$ cat src/rtl/vector_req_arbiter_if.sv
// Handshake bundle between the vector request arbiter, its consumers and the shared vector buffer.
// Latency: none (wires only).
// Backpressure: none here; consumers hold cons_req until their cons_ack.
//
// Signals:
//   cons_req    consumer -> arbiter  per-consumer level request
//   cons_ack    arbiter -> consumer  one-hot completion pulse
//   cons_hit    arbiter -> consumer  1 = vector delivered, 0 = buffer miss
//   cons_vector arbiter -> consumer  returned vector (0 on miss / no ack)
//   buf_req     arbiter -> buffer    single-cycle read strobe
//   buf_vector  buffer  -> arbiter   data, one cycle after buf_req
//   buf_valid   buffer  -> arbiter   data qualifier, same timing as buf_vector
//   hit_count   arbiter -> observer  saturating hit completions
//   miss_count  arbiter -> observer  saturating miss completions
//
// slave is the arbiter's view; master is the surrounding environment's view.
interface vector_req_arbiter_if #(
    parameter int NB_REQ = 4
);
    logic [NB_REQ-1:0] cons_req;
    logic [NB_REQ-1:0] cons_ack;
    logic              cons_hit;
    logic [7:0]        cons_vector;
    logic              buf_req;
    logic [7:0]        buf_vector;
    logic              buf_valid;
    logic [7:0]        hit_count;
    logic [7:0]        miss_count;

    modport slave (
        input  cons_req, buf_vector, buf_valid,
        output cons_ack, cons_hit, cons_vector, buf_req, hit_count, miss_count
    );

    modport master (
        output cons_req, buf_vector, buf_valid,
        input  cons_ack, cons_hit, cons_vector, buf_req, hit_count, miss_count
    );
endinterface

$ cat src/rtl/vector_req_arbiter.sv
// Round-robin arbiter granting consumers one read of a shared vector buffer at a time.
// Latency: request seen in IDLE at cycle N -> buf_req at N+1 -> cons_ack at N+3.
// Backpressure: requests wait while a transaction is in flight or during post-miss backoff.
//
// Ports:
//   clk  single clock, all state on posedge
//   rst  asynchronous active-high reset
//   bus  vector_req_arbiter_if.slave (consumer request/ack, buffer request/response, counters)
module vector_req_arbiter #(
    parameter int NB_REQ  = 4,
    parameter int BACKOFF = 3
) (
    input  logic                 clk,
    input  logic                 rst,
    vector_req_arbiter_if.slave  bus
);
    localparam int IDX_W = $clog2(NB_REQ);
    // Last value of the backoff counter before returning to IDLE.
    localparam logic [3:0] BO_LAST = (BACKOFF > 0) ? 4'(BACKOFF - 1) : 4'd0;
    localparam logic [NB_REQ-1:0] ONE_HOT0 = {{(NB_REQ-1){1'b0}}, 1'b1};

    typedef enum logic [2:0] {
        IDLE,
        ISSUE,
        WAIT,
        RESP,
        HOLD
    } state_t;

    state_t           state;
    logic [IDX_W-1:0] rr_ptr;
    logic [IDX_W-1:0] grant;
    logic [IDX_W-1:0] pick;
    logic [3:0]       bo_cnt;

    // First requester at or after rr_ptr (modulo NB_REQ). Scanning from the
    // farthest offset down lets the nearest one overwrite the result last.
    always_comb begin
        pick = '0;
        for (int i = NB_REQ - 1; i >= 0; i--) begin
            if (bus.cons_req[rr_ptr + IDX_W'(i)]) begin
                pick = rr_ptr + IDX_W'(i);
            end
        end
    end

    always_ff @(posedge clk or posedge rst) begin
        if (rst) begin
            state           <= IDLE;
            rr_ptr          <= '0;
            grant           <= '0;
            bo_cnt          <= '0;
            bus.buf_req     <= 1'b0;
            bus.cons_ack    <= '0;
            bus.cons_hit    <= 1'b0;
            bus.cons_vector <= 8'h00;
            bus.hit_count   <= 8'h00;
            bus.miss_count  <= 8'h00;
        end else begin
            case (state)
                IDLE: begin
                    if (|bus.cons_req) begin
                        grant       <= pick;
                        bus.buf_req <= 1'b1;
                        state       <= ISSUE;
                    end
                end

                ISSUE: begin
                    bus.buf_req <= 1'b0;
                    state       <= WAIT;
                end

                // Buffer response is on the bus this cycle; the ack, counters
                // and pointer all become visible together in RESP.
                WAIT: begin
                    bus.cons_ack    <= ONE_HOT0 << grant;
                    bus.cons_hit    <= bus.buf_valid;
                    bus.cons_vector <= bus.buf_valid ? bus.buf_vector : 8'h00;
                    if (bus.buf_valid) begin
                        if (bus.hit_count != 8'hFF) begin
                            bus.hit_count <= bus.hit_count + 8'd1;
                        end
                    end else begin
                        if (bus.miss_count != 8'hFF) begin
                            bus.miss_count <= bus.miss_count + 8'd1;
                        end
                    end
                    rr_ptr <= grant + 1'b1;
                    state  <= RESP;
                end

                // cons_hit still holds the captured buf_valid here.
                RESP: begin
                    bus.cons_ack    <= '0;
                    bus.cons_hit    <= 1'b0;
                    bus.cons_vector <= 8'h00;
                    if (!bus.cons_hit && (BACKOFF != 0)) begin
                        bo_cnt <= 4'd0;
                        state  <= HOLD;
                    end else begin
                        state  <= IDLE;
                    end
                end

                HOLD: begin
                    if (bo_cnt == BO_LAST) begin
                        state <= IDLE;
                    end else begin
                        bo_cnt <= bo_cnt + 4'd1;
                    end
                end

                default: state <= IDLE;
            endcase
        end
    end
endmodule

$ cat src/flat_wrapper.sv
// flat-port wrapper written by rule: the top's interface ports become plain ports
module vector_req_arbiter_flat 
#(
    parameter int NB_REQ  = 4,
    parameter int BACKOFF = 3
)
  (clk, rst, bus_cons_req, bus_buf_vector, bus_buf_valid, bus_cons_ack, bus_cons_hit, bus_cons_vector, bus_buf_req, bus_hit_count, bus_miss_count);
  vector_req_arbiter_if #(.NB_REQ(NB_REQ)) bus_i ();
  input  logic clk;
  input  logic rst;
  input wire logic [$bits(bus_i.cons_req)-1:0] bus_cons_req;
  input wire logic [$bits(bus_i.buf_vector)-1:0] bus_buf_vector;
  input wire logic [$bits(bus_i.buf_valid)-1:0] bus_buf_valid;
  output wire logic [$bits(bus_i.cons_ack)-1:0] bus_cons_ack;
  output wire logic [$bits(bus_i.cons_hit)-1:0] bus_cons_hit;
  output wire logic [$bits(bus_i.cons_vector)-1:0] bus_cons_vector;
  output wire logic [$bits(bus_i.buf_req)-1:0] bus_buf_req;
  output wire logic [$bits(bus_i.hit_count)-1:0] bus_hit_count;
  output wire logic [$bits(bus_i.miss_count)-1:0] bus_miss_count;
  assign bus_i.cons_req = bus_cons_req;
  assign bus_i.buf_vector = bus_buf_vector;
  assign bus_i.buf_valid = bus_buf_valid;
  assign bus_cons_ack = bus_i.cons_ack;
  assign bus_cons_hit = bus_i.cons_hit;
  assign bus_cons_vector = bus_i.cons_vector;
  assign bus_buf_req = bus_i.buf_req;
  assign bus_hit_count = bus_i.hit_count;
  assign bus_miss_count = bus_i.miss_count;
  vector_req_arbiter #(.NB_REQ(NB_REQ), .BACKOFF(BACKOFF)) u_core (.clk(clk), .rst(rst), .bus(bus_i));
endmodule
$ cat config.mk
export PLATFORM = sky130hd
export DESIGN_NAME = vector_req_arbiter_flat
export DESIGN_NICKNAME = d
export VERILOG_FILES = /design/src/rtl/vector_req_arbiter_if.sv /design/src/rtl/vector_req_arbiter.sv /design/src/flat_wrapper.sv
export SDC_FILE = /design/constraint.sdc
export NUM_CORES = 1
export LEC_CHECK = 0
export CORE_MARGIN = 3
export CORE_UTILIZATION = 30
export CTS_CLUSTER_SIZE = 25
export DETAILED_ROUTE_END_ITERATION = 7
export MAX_ROUTING_LAYER = met4
export PLACE_DENSITY = 0.5
export SLEW_MARGIN = 20
export SYNTH_ARGS = -nofsm -noshare
export SYNTH_HDL_FRONTEND = slang
export SYNTH_SLANG_ARGS = --single-unit
$ cat constraint.sdc
create_clock -name clk -period 2.5 [get_ports clk]
set_input_delay 0.375 -clock clk [delete_from_list [all_inputs] [get_ports clk]]
set_output_delay 0.375 -clock clk [all_outputs]
set_load 0.01 [all_outputs]
==> flow_summary.json, run 1 <==
{
  "status": "finished, final reports clean",
  "crit_type": "register to register",
  "clk_pin_slew_ns": 0.08,
  "ys_top_cells_by_count": "dfrtp_1, o21ai_0, inv_1",
  "holdBufCountCts": 0,
  "via_per_inst": 5.01,
  "drive_gt1_share_pct": 10.7,
  "max-slew-margin-rel_pct": 55.5,
  "gp_congestion": 0.753,
  "grt_max_degree": 42,
  "htree_num_levels": 2,
  "wire_per_inst_um": 14.0,
  "die_area_um2": 7910,
  "fp.dieH_um": 89.0,
  "grt_pass1_wl_um": 7170,
  "cts_tree": "yes",
  "worst_hold_path_type": "register to register",
  "first_iter_violations": 74,
  "endpoint_kind": "register",
  "fp-row-count": 29,
  "antenna_found_initial": 0,
  "hold_viol_final": 0,
  "avgSynthCellArea_um2": 11.2,
  "cp_max_fo": 18,
  "post-cts-setup-buffer-count": 0,
  "tightest_slew_ns": 0.668,
  "syn_nets": 208,
  "start_util_pct": 31.8,
  "clock-sinks": 41,
  "clkLatencyLatePin_ns": 0.30,
  "final_nets": 255,
  "grt_pass1_vias": 1505,
  "timing.final.crit_share_pct": 69.3,
  "worstPathArrival_ns": 1.92,
  "numCtsBuffers": 5,
  "io_pins": 45,
  "diodes": 0,
  "core_area_um2": 6490,
  "ys_types": 46,
  "synthCells": 185,
  "p_leak_uw": 0.00116,
  "clockBufferDepth": 2,
  "max_freq_ghz": 0.577,
  "fin_skew_ns": 0.00824,
  "detailroute.via_count": 1554,
  "routed_wl_um": 4360,
  "cap_violations": 0,
  "root_buffer": "clkbuf_8",
  "drv_slew": 0,
  "rsz0062_at_grt": "false",
  "synth_edf_count": 0,
  "setup_viol": 0,
  "postSynth.asyncResetShare_pct": 100,
  "start_kind": "register",
  "synth_top_area_cell": "dfrtp_1",
  "synth-seq-area-share_pct": 49.7,
  "fin_util_pct": 41.4,
  "critPathSlowestCell": "dfrtp_1",
  "netlist_area_um2": 2060,
  "ir_drop_v": 0.000502,
  "synthMostInstantiatedCell": "dfrtp_1",
  "ys_warn_count": 0,
  "p_per_area_nw_per_um2": 1070,
  "required_ns": 2.69,
  "tns_ns": 0,
  "die_width_um": 89.0,
  "synthTopCellsByArea": "dfrtp_1, ha_1, mux2_2",
  "ys.flop_type": "dfrtp_1",
  "detail-route-antenna-nets": 0,
  "cts_resized": 0,
  "ys_seq_elements": 41,
  "track_usage_pct": 12.2,
  "drc": 0,
  "synth_top_area_share_pct": 49.7,
  "area_growth_pct": 30.4,
  "dp.final_hpwl_um": 3050,
  "crit_chain": "nand2b_1 -> o21ai_0 -> a221oi_1",
  "overflow": 0,
  "dr.pass1.iters": 4,
  "period_minus_slack_ns": 1.73,
  "critPathMaxStageDelay_ns": 0.61,
  "port-buffer-count": 44
}
-- per-stage QoR --
stage / hold slack, ns / worst slack [ns] / total power, uW / cells / instance area (um^2)
after global routing: 0.517 / 0.541 / 3120 / 310 / 2690
after detailed placement: 0.472 / 0.587 / 2350 / 302 / 2570
after floorplan: 0.475 / 0.925 / 1850 / 185 / 2060
after global placement: 0.461 / 0.613 / 2340 / 302 / 2570
after CTS: 0.492 / 0.713 / 2920 / 310 / 2690
final: 0.481 / 0.767 / 2880 / 310 / 2690
-- layer usage --
layer,vias to the layer above,GRT usage [%],routed length [um]
li1,771,-,-
met1,745,16.9,2170
met2,31,17.3,1960
met3,7,2.86,174
met4,0,4.47,57
met5,-,-,0
-- state kept, by name, summed over array words and instances, names as in the netlist --
register and flops:
u_core.rr_ptr 2, u_core.bo_cnt 4, u_core.bus.buf_req 1, u_core.grant 2, u_core.bus.hit_count 8, u_core.state 3
u_core.bus.cons_ack 4, u_core.bus.miss_count 8, u_core.bus.cons_vector 8, u_core.bus.cons_hit 1
-- report_power, final --
part / switching, uW / internal [uW]
combinational: 477 / 648
clock: 237 / 326
sequential: 295 / 898
total: 1010 / 1870
-- area by class of cell --
class / count / area (um^2)
clock buffer: 7 / 86.3
clock inverter: 1 / 30.0
sequential: 41 / 1030
timing repair buffer: 47 / 463
tap: 77 / 96.3
multi-input combinational: 126 / 948
fill: 642 / 3800
inverter: 11 / 41.3
-- critical path: cells and delay by family (launching register included) --
family	cells	cell delay [ns]
flops	1	0.61
simple gates	1	0.60
compound gates	2	0.41
-- cell families after synthesis --
family                     after synthesis  share of synthesized area [%]
AOI/OAI and AO/OA                       39                           13.3
xor gates and xnor gates                 7                           2.97
adders and majority gates                8                           4.85
buffers and inverters                   18                           4.36
DFF                                     41                           49.7
muxes                                   11                           6.06
and+or+nand+nor                         61                           18.7
-- worst paths after layout --
| check | start | endpoint | slack [ns] | depth (start not counted) |
|---|---|---|---|---|
| setup / recovery | u_core.state[2]$_DFFE_PP0P_ | u_core.bo_cnt[3]$_DFFE_PP0P_ | 0.77 | 3 |
| hold / removal | u_core.bus.cons_ack[0]$_DFFE_PP0P_ | u_core.bus.cons_ack[0]$_DFFE_PP0P_ | 0.48 | 2 |
| setup reg to reg | u_core.state[2]$_DFFE_PP0P_ | u_core.bo_cnt[3]$_DFFE_PP0P_ | 0.77 | 3 |
| hold reg to reg | u_core.bus.cons_ack[0]$_DFFE_PP0P_ | u_core.bus.cons_ack[0]$_DFFE_PP0P_ | 0.48 | 2 |
| max in group asynchronous | rst | u_core.state[2]$_DFFE_PP0P_ | 1.62 | 3 |
| min in group asynchronous | rst | u_core.bus.miss_count[6]$_DFFE_PP0P_ | 0.50 | 3 |
-- cells in the final DEF (no fill, tap or decap), types with 2 or more instances in the layout --
master	instances
and3_1	5
ha_1	8
or3b_2	2
xnor2_1	7
nor2b_1	2
nor3b_1	2
nand4_1	9
o211ai_1	2
clkbuf_8	6
a22o_1	8
buf_4	3
nand2_1	9
mux2_2	8
nand2b_1	8
a21oi_1	3
nor2_1	5
mux2i_1	2
o21ai_1	2
and4_1	2
o21ai_0	13
dfrtp_1	41
clkdlybuf4s50_1	44
inv_1	11
and2_1	3
nand3_1	6
(Power assumes the default switching activity.)
==> run 2, diff against run 1 <==
==> constraint.sdc (replaced) <==
create_clock -name clk -period 1.7 [get_ports clk]
set_input_delay 0.255 -clock clk [delete_from_list [all_inputs] [get_ports clk]]
set_output_delay 0.255 -clock clk [all_outputs]
set_load 0.01 [all_outputs]
==> run 2 against run 1 <==
Compared with the run above: clock power grew 14%; total power grew 46%; cell area grew 3.8%; count of clock-buffer cells in the layout is the same; global-route usage shrank 0.13 points; sequential power grew 45%; critical path type is now register to output pin; core utilization grew 1.6 points; cell count grew 4.8%; flip-flop and latch count is the same; setup slack lost 0.67 ns; hold slack lost 0.15 ns; largest power group is now combinational logic; critical path depth shrank 2.
==> flow_summary.json, run 2 (same netlist as run 1, synthesis figures left out) <==
{
  "first_iter_violations": 75,
  "p_seq_share_pct": 41.1,
  "grt_max_degree": 42,
  "dpl.cell_count": 318,
  "setup_viol": 0,
  "p_clk_share_pct": 15.2,
  "status": "finished, final reports clean",
  "ir_drop_v": 0.000743,
  "worstPathArrival_ns": 1.34,
  "p_leak_uw": 0.00122,
  "required_ns": 1.44,
  "reg2regPathDepth": 3,
  "crit_type": "register to output pin",
  "antenna_found_initial": 0,
  "track_usage_pct": 12.0,
  "critPathSlowestCell": "clkdlybuf4s50_1",
  "critical_path_depth": 1,
  "numCtsBuffers": 5,
  "grt_pass1_wl_um": 7380,
  "root_buffer": "clkbuf_8",
  "cts_resized": 0,
  "timing.final.ws_setup_ns": 0.101,
  "crit_chain": "clkdlybuf4s50_1",
  "fin_cells": 325,
  "routed_wl_um": 4390,
  "post-cts-setup-buffer-count": 0,
  "tightest_slew_ns": 0.436,
  "cp_max_fo": 7,
  "die_area_um2": 7910,
  "drc": 0,
  "start_util_pct": 31.8,
  "start_kind": "register",
  "max-slew-margin-rel_pct": 70.9,
  "tns_ns": 0,
  "die_width_um": 89.0,
  "global_route.usage.met2_pct": 18.0,
  "area_growth_pct": 35.3,
  "detailroute.via_count": 1613,
  "use_met3_pct": 3.13,
  "dr.pass1.iters": 4,
  "clock-sinks": 41,
  "clkLatencyLatePin_ns": 0.28,
  "power.switching_uw": 1470,
  "final_common_cell": "clkdlybuf4s50_1",
  "holdBufCountCts": 0,
  "endpoint_kind": "output pin",
  "io_pins": 45,
  "htree_num_levels": 2,
  "dp.final_hpwl_um": 3140,
  "global_route.peak_usage_layer": "met2",
  "clockBufferDepth": 2,
  "drv_slew": 0,
  "cellInternalPower_uw": 2720,
  "cap_violations": 0,
  "core_area_um2": 6490,
  "cts_tree": "yes",
  "fp.dieH_um": 89.0,
  "max_freq_ghz": 0.625,
  "worst_hold_path_type": "primary input to asynchronous set/reset pin",
  "top_regs": "u_core.bus.cons_vector (8), u_core.bus.hit_count (8), u_core.bus.miss_count (8)",
  "timing.final.crit_share_pct": 94.1,
  "clk_pin_slew_ns": 0.07,
  "diodes": 0,
  "p_sw_share_pct": 35.1,
  "grt_pass1_vias": 1614,
  "period_minus_slack_ns": 1.60,
  "gp_congestion": 0.724,
  "path_buf_inv": 1,
  "critical-path-top-delay-family": "buffers and inverters",
  "place_ws_ns": 0.0199,
  "final_nets": 271,
  "final_cell_mix": "clkdlybuf4s50_1, dfrtp_1, buf_4",
  "overflow": 0,
  "via_per_inst": 4.96,
  "fp-row-count": 29,
  "use_met1_pct": 16.6,
  "drive_gt1_share_pct": 16.1,
  "rsz0062_at_grt": "false",
  "critPathMaxStageDelay_ns": 0.59,
  "wire_per_inst_um": 13.5,
  "detail-route-antenna-nets": 0,
  "fin_skew_ns": 0.00372,
  "port-buffer-count": 44,
  "hold_viol_final": 0,
  "p_comb_share_pct": 43.6,
  "p_per_area_nw_per_um2": 1500
}
==> run 2: changes by cell type in the layout (fill, tap and decap cells not counted) <==
cell       before  now
buf_12          0    1
bufinv_16       1    0
buf_4           3   18
==> run 2: layout make-up <==
cell class / instances / area [um^2]
multi-input combinational: 126 / 948
timing repair buffer: 63 / 596
inverter: 11 / 41.3
sequential: 41 / 1030
clock buffer: 7 / 86.3
tap: 77 / 96.3
fill: 619 / 3700
==> run 2: per-stage QoR <==
| step | cell area [um^2] | hold slack (ns) | total power, uW | utilization [%] |
|---|---|---|---|---|
| global route | 2790 | 0.355 | 4560 | 43.0 |
| floorplan | 2060 | 0.388 | 2720 | - |
| global placement | 2710 | 0.463 | 3580 | 41.7 |
| finish | 2790 | 0.335 | 4190 | 43.0 |
| detailed placement | 2710 | 0.473 | 3600 | 41.7 |
| CTS | 2790 | 0.335 | 4270 | 43.0 |
==> run 2: layer usage <==
metal | routed length (um) | part of all wire (%)
met1 | 2210 | 50
met2 | 1990 | 45
met3 | 165 | 3.8
met4 | 17 | 0.39
met5 | 0 | 0
==> run 2: path summary, 6_finish.rpt <==
check	startpoint	end	slack [ns]
max reg2reg	u_core.state[0]$_DFFE_PP0P_	u_core.grant[0]$_DFFE_PP0P_	0.11
max in group asynchronous	rst	u_core.bo_cnt[0]$_DFFE_PP0P_	1.17
min	rst	u_core.bus.cons_ack[2]$_DFFE_PP0P_	0.33
max	u_core.bus.hit_count[2]$_DFFE_PP0P_	bus_hit_count[2]	0.10
min in group clk	u_core.bus.cons_ack[3]$_DFFE_PP0P_	u_core.bus.cons_ack[3]$_DFFE_PP0P_	0.48
min reg2reg	u_core.bus.cons_ack[3]$_DFFE_PP0P_	u_core.bus.cons_ack[3]$_DFFE_PP0P_	0.48
==> run 2: power by group through the flow <==
stage / Sequential, uW / Combinational [uW] / Clock (uW)
floorplan: 1730 / 983 / 0
global placement: 1740 / 1840 / 0
detailed placement: 1740 / 1860 / 0
CTS: 1730 / 1870 / 676
global route: 1790 / 2060 / 706
finish: 1720 / 1830 / 640
==> run 3, diff against run 2 <==
--- a/config.mk
+++ b/config.mk
@@ -5,12 +5,13 @@
 export SDC_FILE = /design/constraint.sdc
 export NUM_CORES = 1
 export LEC_CHECK = 0
+export ABC_AREA = 1
 export CORE_MARGIN = 3
 export CORE_UTILIZATION = 30
 export CTS_CLUSTER_SIZE = 25
 export DETAILED_ROUTE_END_ITERATION = 7
 export MAX_ROUTING_LAYER = met4
-export PLACE_DENSITY = 0.5
+export PLACE_DENSITY = 0.49
 export SLEW_MARGIN = 20
 export SYNTH_ARGS = -nofsm -noshare
 export SYNTH_HDL_FRONTEND = slang
==> run 3 against run 2 <==
Compared with the run above: flip-flop and latch count unchanged; first-iteration DRC count increased by 4.0%; synthesized area increased by 10%; core utilization decreased by 2.8 points; largest cell class is now multi-input gates; hold slack got worse by 0.017 ns; combinational power increased by 25%; maximum frequency about the same; clock skew increased by 0.0017 ns; setup slack improved by 0.0011 ns; count of clock-buffer cells in the layout unchanged; clock power increased by 8.9%; register-to-register slack improved by 0.14 ns.
==> flow_summary.json, run 3 <==
{
  "grt_pass1_wl_um": 8050,
  "netlist_area_um2": 2270,
  "first_iter_violations": 78,
  "p_comb_share_pct": 49.1,
  "endpoint_kind": "output pin",
  "start_util_pct": 31.2,
  "cp-endpoint": "bus_hit_count[4]",
  "cap_violations": 0,
  "fp-row-count": 31,
  "ys_types": 38,
  "numCtsBuffers": 5,
  "synthCells": 254,
  "gp_congestion": 0.749,
  "grt_max_degree": 42,
  "tightest_slew_ns": 0.284,
  "ys.flop_type": "dfrtp_1",
  "detail-route-antenna-nets": 0,
  "avgSynthCellArea_um2": 8.95,
  "r2r-start": "u_core.bus.miss_count[0]$_DFFE_PP0P_",
  "routed_wl_um": 4550,
  "post-cts-setup-buffer-count": 0,
  "drv_slew": 0,
  "io_pins": 45,
  "rsz0062_at_grt": "false",
  "worstPathArrival_ns": 1.34,
  "via_per_inst": 4.27,
  "area_growth_pct": 29.0,
  "timing.final.crit_share_pct": 94.0,
  "rrSetupSlack_ns": 0.25,
  "worst_hold_path_type": "primary input to asynchronous set/reset pin",
  "final_cell_mix": "nand2_1, clkdlybuf4s50_1, dfrtp_1",
  "core_area_um2": 7290,
  "fin_cells": 404,
  "drive_gt1_share_pct": 16.1,
  "final_common_cell": "nand2_1",
  "p_seq_share_pct": 36.0,
  "crit_type": "register to output pin",
  "holdBufCountCts": 0,
  "cts_resized": 0,
  "root_buffer": "clkbuf_8",
  "start_kind": "register",
  "reg2regPathDepth": 8,
  "fin_skew_ns": 0.00544,
  "ir_drop_v": 0.000565,
  "detailroute.via_count": 1725,
  "ys_top_cells_by_count": "nand2_1, dfrtp_1, inv_1",
  "port-buffer-count": 44,
  "period_minus_slack_ns": 1.60,
  "cp_max_fo": 6,
  "critPathMaxStageDelay_ns": 0.58,
  "synth_top_area_cell": "dfrtp_1",
  "overflow": 0,
  "syn_nets": 277,
  "critPathSlowestCell": "clkdlybuf4s50_1",
  "clkLatencyLatePin_ns": 0.28,
  "hold_viol_final": 0,
  "required_ns": 1.44,
  "tns_ns": 0,
  "path_buf_inv": 1,
  "synth-seq-area-share_pct": 45.1,
  "cellInternalPower_uw": 2750,
  "die_width_um": 93.1,
  "top_regs": "u_core.bus.cons_vector (8), u_core.bus.hit_count (8), u_core.bus.miss_count (8)",
  "crit_chain": "clkdlybuf4s50_1",
  "diodes": 0,
  "synthTopCellsByArea": "dfrtp_1, nand2_1, inv_1",
  "synthMostInstantiatedCell": "nand2_1",
  "synth_edf_count": 0,
  "critical_path_depth": 1,
  "postSynth.asyncResetShare_pct": 100,
  "dpl.cell_count": 396,
  "dp.final_hpwl_um": 3330,
  "max_freq_ghz": 0.626,
  "ys_warn_count": 0,
  "status": "finished, final reports clean",
  "max-slew-margin-rel_pct": 80.9,
  "final_nets": 327,
  "wire_per_inst_um": 11.3,
  "grt_pass1_vias": 1743,
  "clk_pin_slew_ns": 0.08,
  "clock-sinks": 41,
  "power.switching_uw": 1920,
  "p_clk_share_pct": 14.9,
  "dr.pass1.iters": 4,
  "die_area_um2": 8660,
  "ys_seq_elements": 41,
  "startpoint": "u_core.bus.hit_count[4]$_DFFE_PP0P_",
  "fp.dieH_um": 93.1,
  "p_per_area_nw_per_um2": 1590,
  "drc": 0,
  "htree_num_levels": 2,
  "synth_top_area_share_pct": 45.1,
  "cts_tree": "yes",
  "setup_viol": 0,
  "track_usage_pct": 11.7,
  "antenna_found_initial": 0,
  "clockBufferDepth": 2,
  "critical-path-top-delay-family": "buffers and inverters",
  "p_sw_share_pct": 41.1,
  "p_leak_uw": 0.00140,
  "r2r_end": "u_core.bus.miss_count[6]$_DFFE_PP0P_"
}
## run 3: cell count changes after synthesis, moves of 8 or more
cell	before	now
inv_1	11	31
a22o_1	8	0
mux2_2	8	0
nand2_1	9	79
nand2b_1	8	0
o21ai_2	0	10
## run 3: final cells by class
class | instances | area, um^2
clock buffers | 7 | 96.3
inverters | 40 | 168
clock inverters | 1 | 5.00
repair buffers | 46 | 468
multi-input cells | 170 | 1050
flip-flops and latches | 41 | 1030
well taps | 99 | 124
fillers | 750 | 4360
## run 3: layer usage
layer / part of all wire (%) / global-route usage [%] / wire length, um / up-vias
li1: - / - / - / 887
met5: 0 / - / 0 / -
met3: 3.4 / 2.74 / 153 / 2
met2: 47 / 17.6 / 2120 / 23
met4: 0.66 / 2.93 / 30 / 0
met1: 49 / 15.9 / 2240 / 813
## run 3: through the flow
| stage | total power [uW] | setup slack [ns] | utilization, % | instance area [um^2] | hold WS (ns) |
|---|---|---|---|---|---|
| 6_report | 4670 | 0.102 | 40.2 | 2930 | 0.317 |
| 4_1_cts | 4770 | 0.0778 | 40.2 | 2930 | 0.325 |
| 5_1_grt | 5090 | 0.0215 | 40.2 | 2930 | 0.340 |
| 2_1_floorplan | 3220 | 0.307 | - | 2270 | 0.376 |
| 3_5_place_dp | 4040 | 0.135 | 38.8 | 2830 | 0.520 |
| 3_3_place_gp | 4040 | 0.123 | 38.8 | 2830 | 0.513 |
## run 3: power by group through the flow
stage                     combinational (uW)  sequential, uW  clock [uW]
after floorplan                         1480            1740           0
after global placement                  2330            1710           0
after detailed placement                2350            1690           0
after CTS                               2350            1690         736
after global routing                    2570            1730         780
final                                   2290            1680         697
## run 3: logic make-up after synthesis
| kind of cell | after synthesis | synth area share, % |
|---|---|---|
| AOI/OAI and AO/OA | 28 | 9.47 |
| and+or+nand+nor | 118 | 25.0 |
| adders and majority gates | 8 | 4.40 |
| DFF | 41 | 45.1 |
| buffers and inverters | 43 | 8.86 |
| xor gates and xnor gates | 16 | 7.15 |
## run 3: worst min path at each step
stage | start | endpoint | slack [ns] | cells after the start
final | rst | u_core.bus.hit_count[3]$_DFFE_PP0P_ | 0.32 | 3
after global routing | rst | u_core.bus.hit_count[3]$_DFFE_PP0P_ | 0.34 | 3
after CTS | rst | u_core.bus.hit_count[3]$_DFFE_PP0P_ | 0.32 | 3
after detailed placement | u_core.bus.hit_count[6]$_DFFE_PP0P_ | u_core.bus.hit_count[6]$_DFFE_PP0P_ | 0.52 | 1
after global placement | u_core.bus.hit_count[6]$_DFFE_PP0P_ | u_core.bus.hit_count[6]$_DFFE_PP0P_ | 0.51 | 1
after floorplan | bus_buf_vector[7] | u_core.bus.cons_vector[7]$_DFFE_PP0P_ | 0.38 | 2
